## config.mk

```make
export PLATFORM = sky130hd
export DESIGN_NAME = ramp_adc_seq
export DESIGN_NICKNAME = d
export VERILOG_FILES = /design/src/rtl/ramp_adc_seq.sv
export SDC_FILE = /design/constraint.sdc
export NUM_CORES = 1
export LEC_CHECK = 0
export CAP_MARGIN = 40
export CORE_MARGIN = 1.5
export CORE_UTILIZATION = 40
export CTS_BUF_LIST = sky130_fd_sc_hd__clkbuf_4 sky130_fd_sc_hd__clkbuf_8 sky130_fd_sc_hd__clkbuf_16
export DETAILED_ROUTE_END_ITERATION = 10
export GPL_TIMING_DRIVEN = 0
export SYNTH_ARGS = -nofsm -noshare
export SYNTH_HDL_FRONTEND = slang
export SYNTH_SLANG_ARGS = --single-unit
```

## constraint.sdc

```tcl
create_clock -name clk_i -period 4.6 [get_ports clk_i]
set_clock_uncertainty 0.05 [all_clocks]
set_input_delay 1.15 -clock clk_i [delete_from_list [all_inputs] [get_ports clk_i]]
set_output_delay 1.15 -clock clk_i [all_outputs]
set_load 0.1 [all_outputs]
```

## src/rtl/ramp_adc_seq.sv

```systemverilog
// ramp_adc_seq: multi-channel conversion sequencer for the single-slope PWM ramp ADC core.
//
// Walks a channel mask that is latched on start. For each enabled channel it drives the analog
// mux select, waits a settle delay, enables the ramp core for a bounded conversion window and
// stores the result (or all-ones on timeout) in a per-channel result array for readback.
//
// Optional feature macro: RAMP_ADC_SEQ_AVG_EN
//   defined   : each channel is converted 4 times back-to-back and the stored value is the
//               average (sum >> 2); timeouts contribute all-ones to the sum.
//   undefined : single conversion per channel.
//
// Ports:
//   clk_i, rst_ni       clock, asynchronous active-low reset
//   start_i             pulse, begin a scan (honoured in IDLE only, mask must be non-zero)
//   stop_i              pulse, abort the scan (priority over start_i)
//   continuous_i        wrap to the first enabled channel after the last one
//   chan_mask_i         enabled channels (latched on start)
//   settle_i            mux settle cycles (latched on start, 0 behaves as 1)
//   timeout_i           max CONVERT cycles (latched on start, 0 behaves as 1)
//   ramp_en_o           ramp core enable
//   ramp_clr_o          one-cycle ramp core clear (timeout or abort)
//   ramp_valid_i        ramp core conversion-valid pulse
//   ramp_value_i        ramp core result
//   mux_sel_o           analog mux select
//   rd_ch_i, rd_data_o  result readback, one cycle latency, out-of-range index reads 0
//   res_valid_o         pulse, a result was written; res_ch_o is its channel
//   tmo_flags_o         sticky per-channel timeout flags, cleared on accepted start
//   busy_o              scan in progress
//   done_o              pulse, single-shot scan complete

module ramp_adc_seq #(
  parameter int unsigned NCH      = 4,
  parameter int unsigned NBITS    = 8,
  parameter int unsigned SETTLE_W = 8,
  parameter int unsigned TMO_W    = 20
) (
  input  logic                     clk_i,
  input  logic                     rst_ni,
  input  logic                     start_i,
  input  logic                     stop_i,
  input  logic                     continuous_i,
  input  logic [NCH-1:0]           chan_mask_i,
  input  logic [SETTLE_W-1:0]      settle_i,
  input  logic [TMO_W-1:0]         timeout_i,
  output logic                     ramp_en_o,
  output logic                     ramp_clr_o,
  input  logic                     ramp_valid_i,
  input  logic [NBITS-1:0]         ramp_value_i,
  output logic [$clog2(NCH)-1:0]   mux_sel_o,
  input  logic [$clog2(NCH)-1:0]   rd_ch_i,
  output logic [NBITS-1:0]         rd_data_o,
  output logic                     res_valid_o,
  output logic [$clog2(NCH)-1:0]   res_ch_o,
  output logic [NCH-1:0]           tmo_flags_o,
  output logic                     busy_o,
  output logic                     done_o
);

  localparam int unsigned CW = $clog2(NCH);

  typedef enum logic [2:0] {
    StIdle,
    StSeek,
    StSettle,
    StConvert,
    StCapture,
    StGap
  } state_e;

  state_e state_q, state_d;

  logic [NCH-1:0]      mask_q;
  logic [SETTLE_W-1:0] settle_q;
  logic [TMO_W-1:0]    tmo_q;
  logic [CW-1:0]       ptr_q;
  // Set when the pointer wrapped past the last channel, so SEEK sees "none remain".
  logic                end_q;
  logic [SETTLE_W-1:0] set_cnt_q;
  logic [TMO_W-1:0]    cvt_cnt_q;
  logic [NCH-1:0]      tmo_flags_q;
  logic [NBITS-1:0]    res_q [NCH];
  logic [NBITS-1:0]    rd_data_q;

  logic                seek_found;
  logic [CW-1:0]       seek_idx;
  logic [CW-1:0]       first_idx;
  logic [SETTLE_W-1:0] settle_eff;
  logic [TMO_W-1:0]    tmo_eff;
  logic                settle_last;
  logic                tmo_last;
  logic                abort;
  logic                start_ok;
  logic                in_cvt;
  logic                cvt_valid;
  logic                cvt_tmo;
  logic                cvt_end;
  logic [NBITS-1:0]    sample;
  logic                last_rep;
  logic [NBITS-1:0]    store_val;

  // Lowest enabled channel at or above the pointer, and lowest enabled channel overall.
  always_comb begin
    seek_found = 1'b0;
    seek_idx   = '0;
    first_idx  = '0;
    for (int i = int'(NCH) - 1; i >= 0; i--) begin
      if (mask_q[i]) begin
        first_idx = CW'(i);
        if (!end_q && (i >= int'(ptr_q))) begin
          seek_found = 1'b1;
          seek_idx   = CW'(i);
        end
      end
    end
  end

  always_comb begin
    settle_eff  = (settle_q == '0) ? SETTLE_W'(1) : settle_q;
    tmo_eff     = (tmo_q == '0) ? TMO_W'(1) : tmo_q;
    settle_last = (set_cnt_q == settle_eff - SETTLE_W'(1));
    tmo_last    = (cvt_cnt_q == tmo_eff - TMO_W'(1));
    abort       = (state_q != StIdle) && stop_i;
    start_ok    = (state_q == StIdle) && start_i && !stop_i && (chan_mask_i != '0);
    in_cvt      = (state_q == StConvert) && !stop_i;
    // A valid on the last allowed cycle wins over the timeout.
    cvt_valid   = in_cvt && ramp_valid_i;
    cvt_tmo     = in_cvt && !ramp_valid_i && tmo_last;
    cvt_end     = cvt_valid || cvt_tmo;
    sample      = ramp_valid_i ? ramp_value_i : '1;
  end

`ifdef RAMP_ADC_SEQ_AVG_EN
  logic [NBITS+1:0] acc_q;
  logic [NBITS+1:0] acc_sum;
  logic [1:0]       rep_q;

  always_comb begin
    acc_sum   = acc_q + {2'b00, sample};
    last_rep  = (rep_q == 2'd3);
    store_val = acc_sum[NBITS+1:2];
  end

  always_ff @(posedge clk_i or negedge rst_ni) begin
    if (!rst_ni) begin
      acc_q <= '0;
      rep_q <= '0;
    end else if (state_q == StSeek) begin
      acc_q <= '0;
      rep_q <= '0;
    end else if (cvt_end) begin
      if (last_rep) begin
        acc_q <= '0;
        rep_q <= '0;
      end else begin
        acc_q <= acc_sum;
        rep_q <= rep_q + 2'd1;
      end
    end
  end
`else
  always_comb begin
    last_rep  = 1'b1;
    store_val = sample;
  end
`endif

  // State register.
  always_ff @(posedge clk_i or negedge rst_ni) begin
    if (!rst_ni) begin
      state_q <= StIdle;
    end else begin
      state_q <= state_d;
    end
  end

  // Next-state logic.
  always_comb begin
    state_d = state_q;
    unique case (state_q)
      StIdle:    if (start_ok) state_d = StSeek;
      StSeek:    state_d = (seek_found || continuous_i) ? StSettle : StIdle;
      StSettle:  if (settle_last) state_d = StConvert;
      StConvert: if (cvt_end && last_rep) state_d = StCapture;
      StCapture: state_d = StGap;
      StGap:     state_d = StSeek;
      default:   state_d = StIdle;
    endcase
    if (abort) state_d = StIdle;
  end

  // Datapath: latched config, channel pointer, counters, results and flags.
  always_ff @(posedge clk_i or negedge rst_ni) begin
    if (!rst_ni) begin
      mask_q      <= '0;
      settle_q    <= '0;
      tmo_q       <= '0;
      ptr_q       <= '0;
      end_q       <= 1'b0;
      set_cnt_q   <= '0;
      cvt_cnt_q   <= '0;
      tmo_flags_q <= '0;
      rd_data_q   <= '0;
      for (int i = 0; i < int'(NCH); i++) res_q[i] <= '0;
    end else begin
      if (start_ok) begin
        mask_q      <= chan_mask_i;
        settle_q    <= settle_i;
        tmo_q       <= timeout_i;
        tmo_flags_q <= '0;
        ptr_q       <= '0;
        end_q       <= 1'b0;
      end
      if (!abort) begin
        case (state_q)
          StSeek: begin
            ptr_q     <= seek_found ? seek_idx : first_idx;
            end_q     <= 1'b0;
            set_cnt_q <= '0;
            cvt_cnt_q <= '0;
          end
          StSettle:  set_cnt_q <= set_cnt_q + SETTLE_W'(1);
          StConvert: cvt_cnt_q <= cvt_end ? '0 : cvt_cnt_q + TMO_W'(1);
          StGap: begin
            if (ptr_q == CW'(NCH - 1)) begin
              ptr_q <= '0;
              end_q <= 1'b1;
            end else begin
              ptr_q <= ptr_q + CW'(1);
            end
          end
          default: ;
        endcase
      end
      if (cvt_end && last_rep) res_q[ptr_q] <= store_val;
      if (cvt_tmo) tmo_flags_q[ptr_q] <= 1'b1;
      rd_data_q <= (int'(rd_ch_i) < int'(NCH)) ? res_q[rd_ch_i] : '0;
    end
  end

  // Outputs.
  always_comb begin
    busy_o      = (state_q != StIdle);
    ramp_en_o   = (state_q == StConvert);
    res_valid_o = (state_q == StCapture);
    res_ch_o    = ptr_q;
    done_o      = (state_q == StSeek) && !seek_found && !continuous_i && !stop_i;
    ramp_clr_o  = abort || cvt_tmo;
    // In SEEK show the channel about to be selected so the mux is stable from SEEK to GAP.
    mux_sel_o   = (state_q == StSeek) ? (seek_found ? seek_idx : first_idx) : ptr_q;
    tmo_flags_o = tmo_flags_q;
    rd_data_o   = rd_data_q;
  end

endmodule

```

==> impl_metrics.json <==
{
  "cts_inserted_buffers": 9,
  "pre_cts_slack_ns": -1.17,
  "synth-compound-area-share": 0.0927,
  "grt-ovfl-total": 0,
  "h-tree-depth": 3,
  "root_buffer": "clkbuf_16",
  "synth_seq_area_share": 0.458,
  "met3_usage": 0.0394,
  "io_pins": 69,
  "synth_warnings": 0,
  "netSwitchingFraction": 0.387,
  "min_period_over_period": 1.05,
  "setup_ws_ns": -0.251,
  "synth_flop_cell": "dfrtp_1",
  "sequentialPowerShare": 0.391,
  "synth_top_area_share": 0.458,
  "vias": 5076,
  "initial_core_util": 0.412,
  "synth_area_um2": 6010,
  "power_switching_uw": 1330,
  "synth_top_family_by_area": "simple AND/OR/NAND/NOR gates",
  "grt_pass1_vias": 5089,
  "viasPerCell": 5.39,
  "fin_util": 0.532,
  "worstSkewPairLatency_ns": 0.36,
  "startpoint_type": "register",
  "drc_errors": 0,
  "fin_area_um2": 7760,
  "power.internal_uw": 2100,
  "die_y_um": 126,
  "dp_hpwl_um": 10800,
  "yosysUniqueCellTypes": 57,
  "syn_avg_cell_area_um2": 9.39,
  "synth_common_cells": "138 x nand2_1, 110 x dfrtp_1, 45 x nor2_1, 33 x o21ai_0, 32 x mux2_2",
  "share_comb_of_total_power": 0.381,
  "ys_seq_elements": 110,
  "clk_pin_slew_ns": 0.08,
  "globalRouteMet2Util": 0.340,
  "fmax_mhz": 206,
  "worst-setup-path-type": "reg2out",
  "synthAdderAreaFrac": 0.0167,
  "p_leak_uw": 0.00347,
  "core_area_um2": 14600,
  "synth.most_common_cell": "nand2_1",
  "cts_tree": "built",
  "drt_iter0_drc": 338,
  "violations": "setup timing",
  "synth.net_count": 696,
  "dieArea_um2": 15800,
  "irDropWorstVdd_v": 0.000471,
  "nets": 808,
  "holdCritPathClass": "reg2reg",
  "dp_cells": 913,
  "max_cap_viol_count": 0,
  "setup_viol": 1,
  "clkPwrFrac": 0.228,
  "antenna_found_initial": 0,
  "postPlaceCellArea_um2": 7300,
  "p_per_area_nw_per_um2": 443,
  "rows": 44,
  "cts_sinks": 110,
  "synth_xor_area_frac": 0.0642,
  "dieWidth_um": 126,
  "top_usage_layer": "met2",
  "slew_headroom": 0.491,
  "finalMaxSlewViolations": 0,
  "synth_mux_area_frac": 0.0983,
  "grt_pass1_wl_um": 25400,
  "yosys-top-cells-area": "dfrtp_1 46%, nand2_1 8.6%, mux2_2 6.0%",
  "cp_max_fo": 3,
  "synth_edf_count": 0,
  "finalCriticalPeriod_ns": 4.85,
  "synth-simple-area-share": 0.229,
  "firstDrtPassIters": 5,
  "wl_um": 15100,
  "async_flop_share": 1.00,
  "drive_gt1_frac": 0.176,
  "rsz0062_at_grt": "yes",
  "grt_util_met1": 0.255,
  "hold_viol": 0,
  "insertedDiodeCount": 0,
  "wl_per_cell_um": 16.0,
  "required_ns": 3.40,
  "final_cells": 941,
  "status": "finished with violations",
  "cts_buffer_depth": 2,
  "synth_area_leader_cell": "dfrtp_1",
  "gp_congestion": 0.854,
  "groute.usage.overall": 0.199,
  "grt_max_degree": 57,
  "fin_hold_ws_ns": 0.431,
  "port_buffers": 66,
  "tightest_slew_ns": 0.763,
  "syn_inst": 640,
  "arrival_ns": 3.65,
  "syn_to_final_growth_pct": 29.1,
  "worst_setup_path_end_kind": "primary output",
  "drtAntennaViolNets": 0
}
## flip-flops by register name, summed over array words and instances (netlist names)
name	count
state_q	3
mask_q	4
settle_q	8
cvt_cnt_q	20
end_q	1
tmo_flags_o	4
rd_data_o	8
res_ch_o	2
tmo_q	20
res_q	32
set_cnt_q	8
## placed cells by master, fill, tap and decap left out, types with 15 or more instances in the layout
cell type        count
buf_4               23
buf_8               18
clkbuf_1            18
clkdlybuf4s50_1     64
dfrtp_1            107
inv_1               24
mux2_2              32
nand2_1            137
nand3_1             24
nor2_1              44
nor3_1              15
o21ai_0             33
xnor2_1             24
xor2_1              19
## path summary, 6_finish.rpt
path,start,endpoint,slack [ns],depth (start not counted)
max reg2reg,tmo_q[0],cvt_cnt_q[8],0.42,17
min in group asynchronous,rst_ni,tmo_q[2],0.79,1
min reg2reg,tmo_flags_o[1],tmo_flags_o[1],0.43,2
max in group asynchronous,rst_ni,res_q[28],2.99,2
min,tmo_flags_o[1],tmo_flags_o[1],0.43,2
max,tmo_q[0],ramp_clr_o,-0.25,13
## cell type report
| type | count | area, um^2 |
|---|---|---|
| tap | 184 | 230 |
| sequential | 110 | 2760 |
| inverter | 24 | 90.1 |
| clock inverter | 6 | 61.3 |
| buffer | 27 | 136 |
| timing repair buffer | 104 | 1150 |
| fill | 1301 | 6830 |
| multi-input combinational | 476 | 3100 |
| clock buffer | 10 | 233 |
## power by group through the flow
| stage | clock network, uW | logic (uW) | registers (uW) |
|---|---|---|---|
| floorplan | 0 | 732 | 1430 |
| global placement | 0 | 1100 | 1350 |
| detailed placement | 0 | 1230 | 1360 |
| CTS | 807 | 1310 | 1340 |
| global route | 839 | 1420 | 1370 |
| finish | 783 | 1310 | 1340 |
## per-layer routing
metal  routed length (um)  vias to the layer above
met5                    0                        -
met2                 7550                      150
met1                 6580                     2471
met3                  744                       21
li1                     -                     2434
met4                  217                        0
## what timing repair did
action,in CTS,in global routing
pin swaps,6,9
gates resized for setup,13,5
hold buffers,0,0
endpoints found under the setup margin,1,2
endpoints found under the hold margin,0,0
setup buffers,16,0
gates cloned,0,0
## per-stage QoR
| stage | power (uW) | TNS (ns) |
|---|---|---|
| floorplan | 2160 | 0 |
| global placement | 2450 | -208.86 |
| detailed placement | 2590 | -1.17 |
| CTS | 3450 | -0.224 |
| global route | 3630 | -0.454 |
| finish | 3430 | -0.251 |
## worst max-delay path, cell delays in order, from the launching register on
cell,delay (ns)
dfrtp_1,0.41
or4_4,0.53
or4_4,0.52
nor2_4,0.11
nor2_1,0.06
ha_2,0.27
xnor2_2,0.14
a221oi_2,0.19
nand4_1,0.12
nor4_2,0.30
o2111ai_2,0.22
buf_6,0.19
nand2_8,0.07
buf_12,0.17
## cells by family (layout without fill, tap and decap cells)
| family | Yosys count | after routing |
|---|---|---|
| simple gates | 293 | 293 |
| flops | 110 | 110 |
| compound gates | 86 | 86 |
| buf+inv | 54 | 171 |
| mux | 45 | 45 |
| xor+xnor | 44 | 44 |
| fa+ha+maj | 8 | 8 |
No activity file was read; power rests on OpenSTA's default activity.
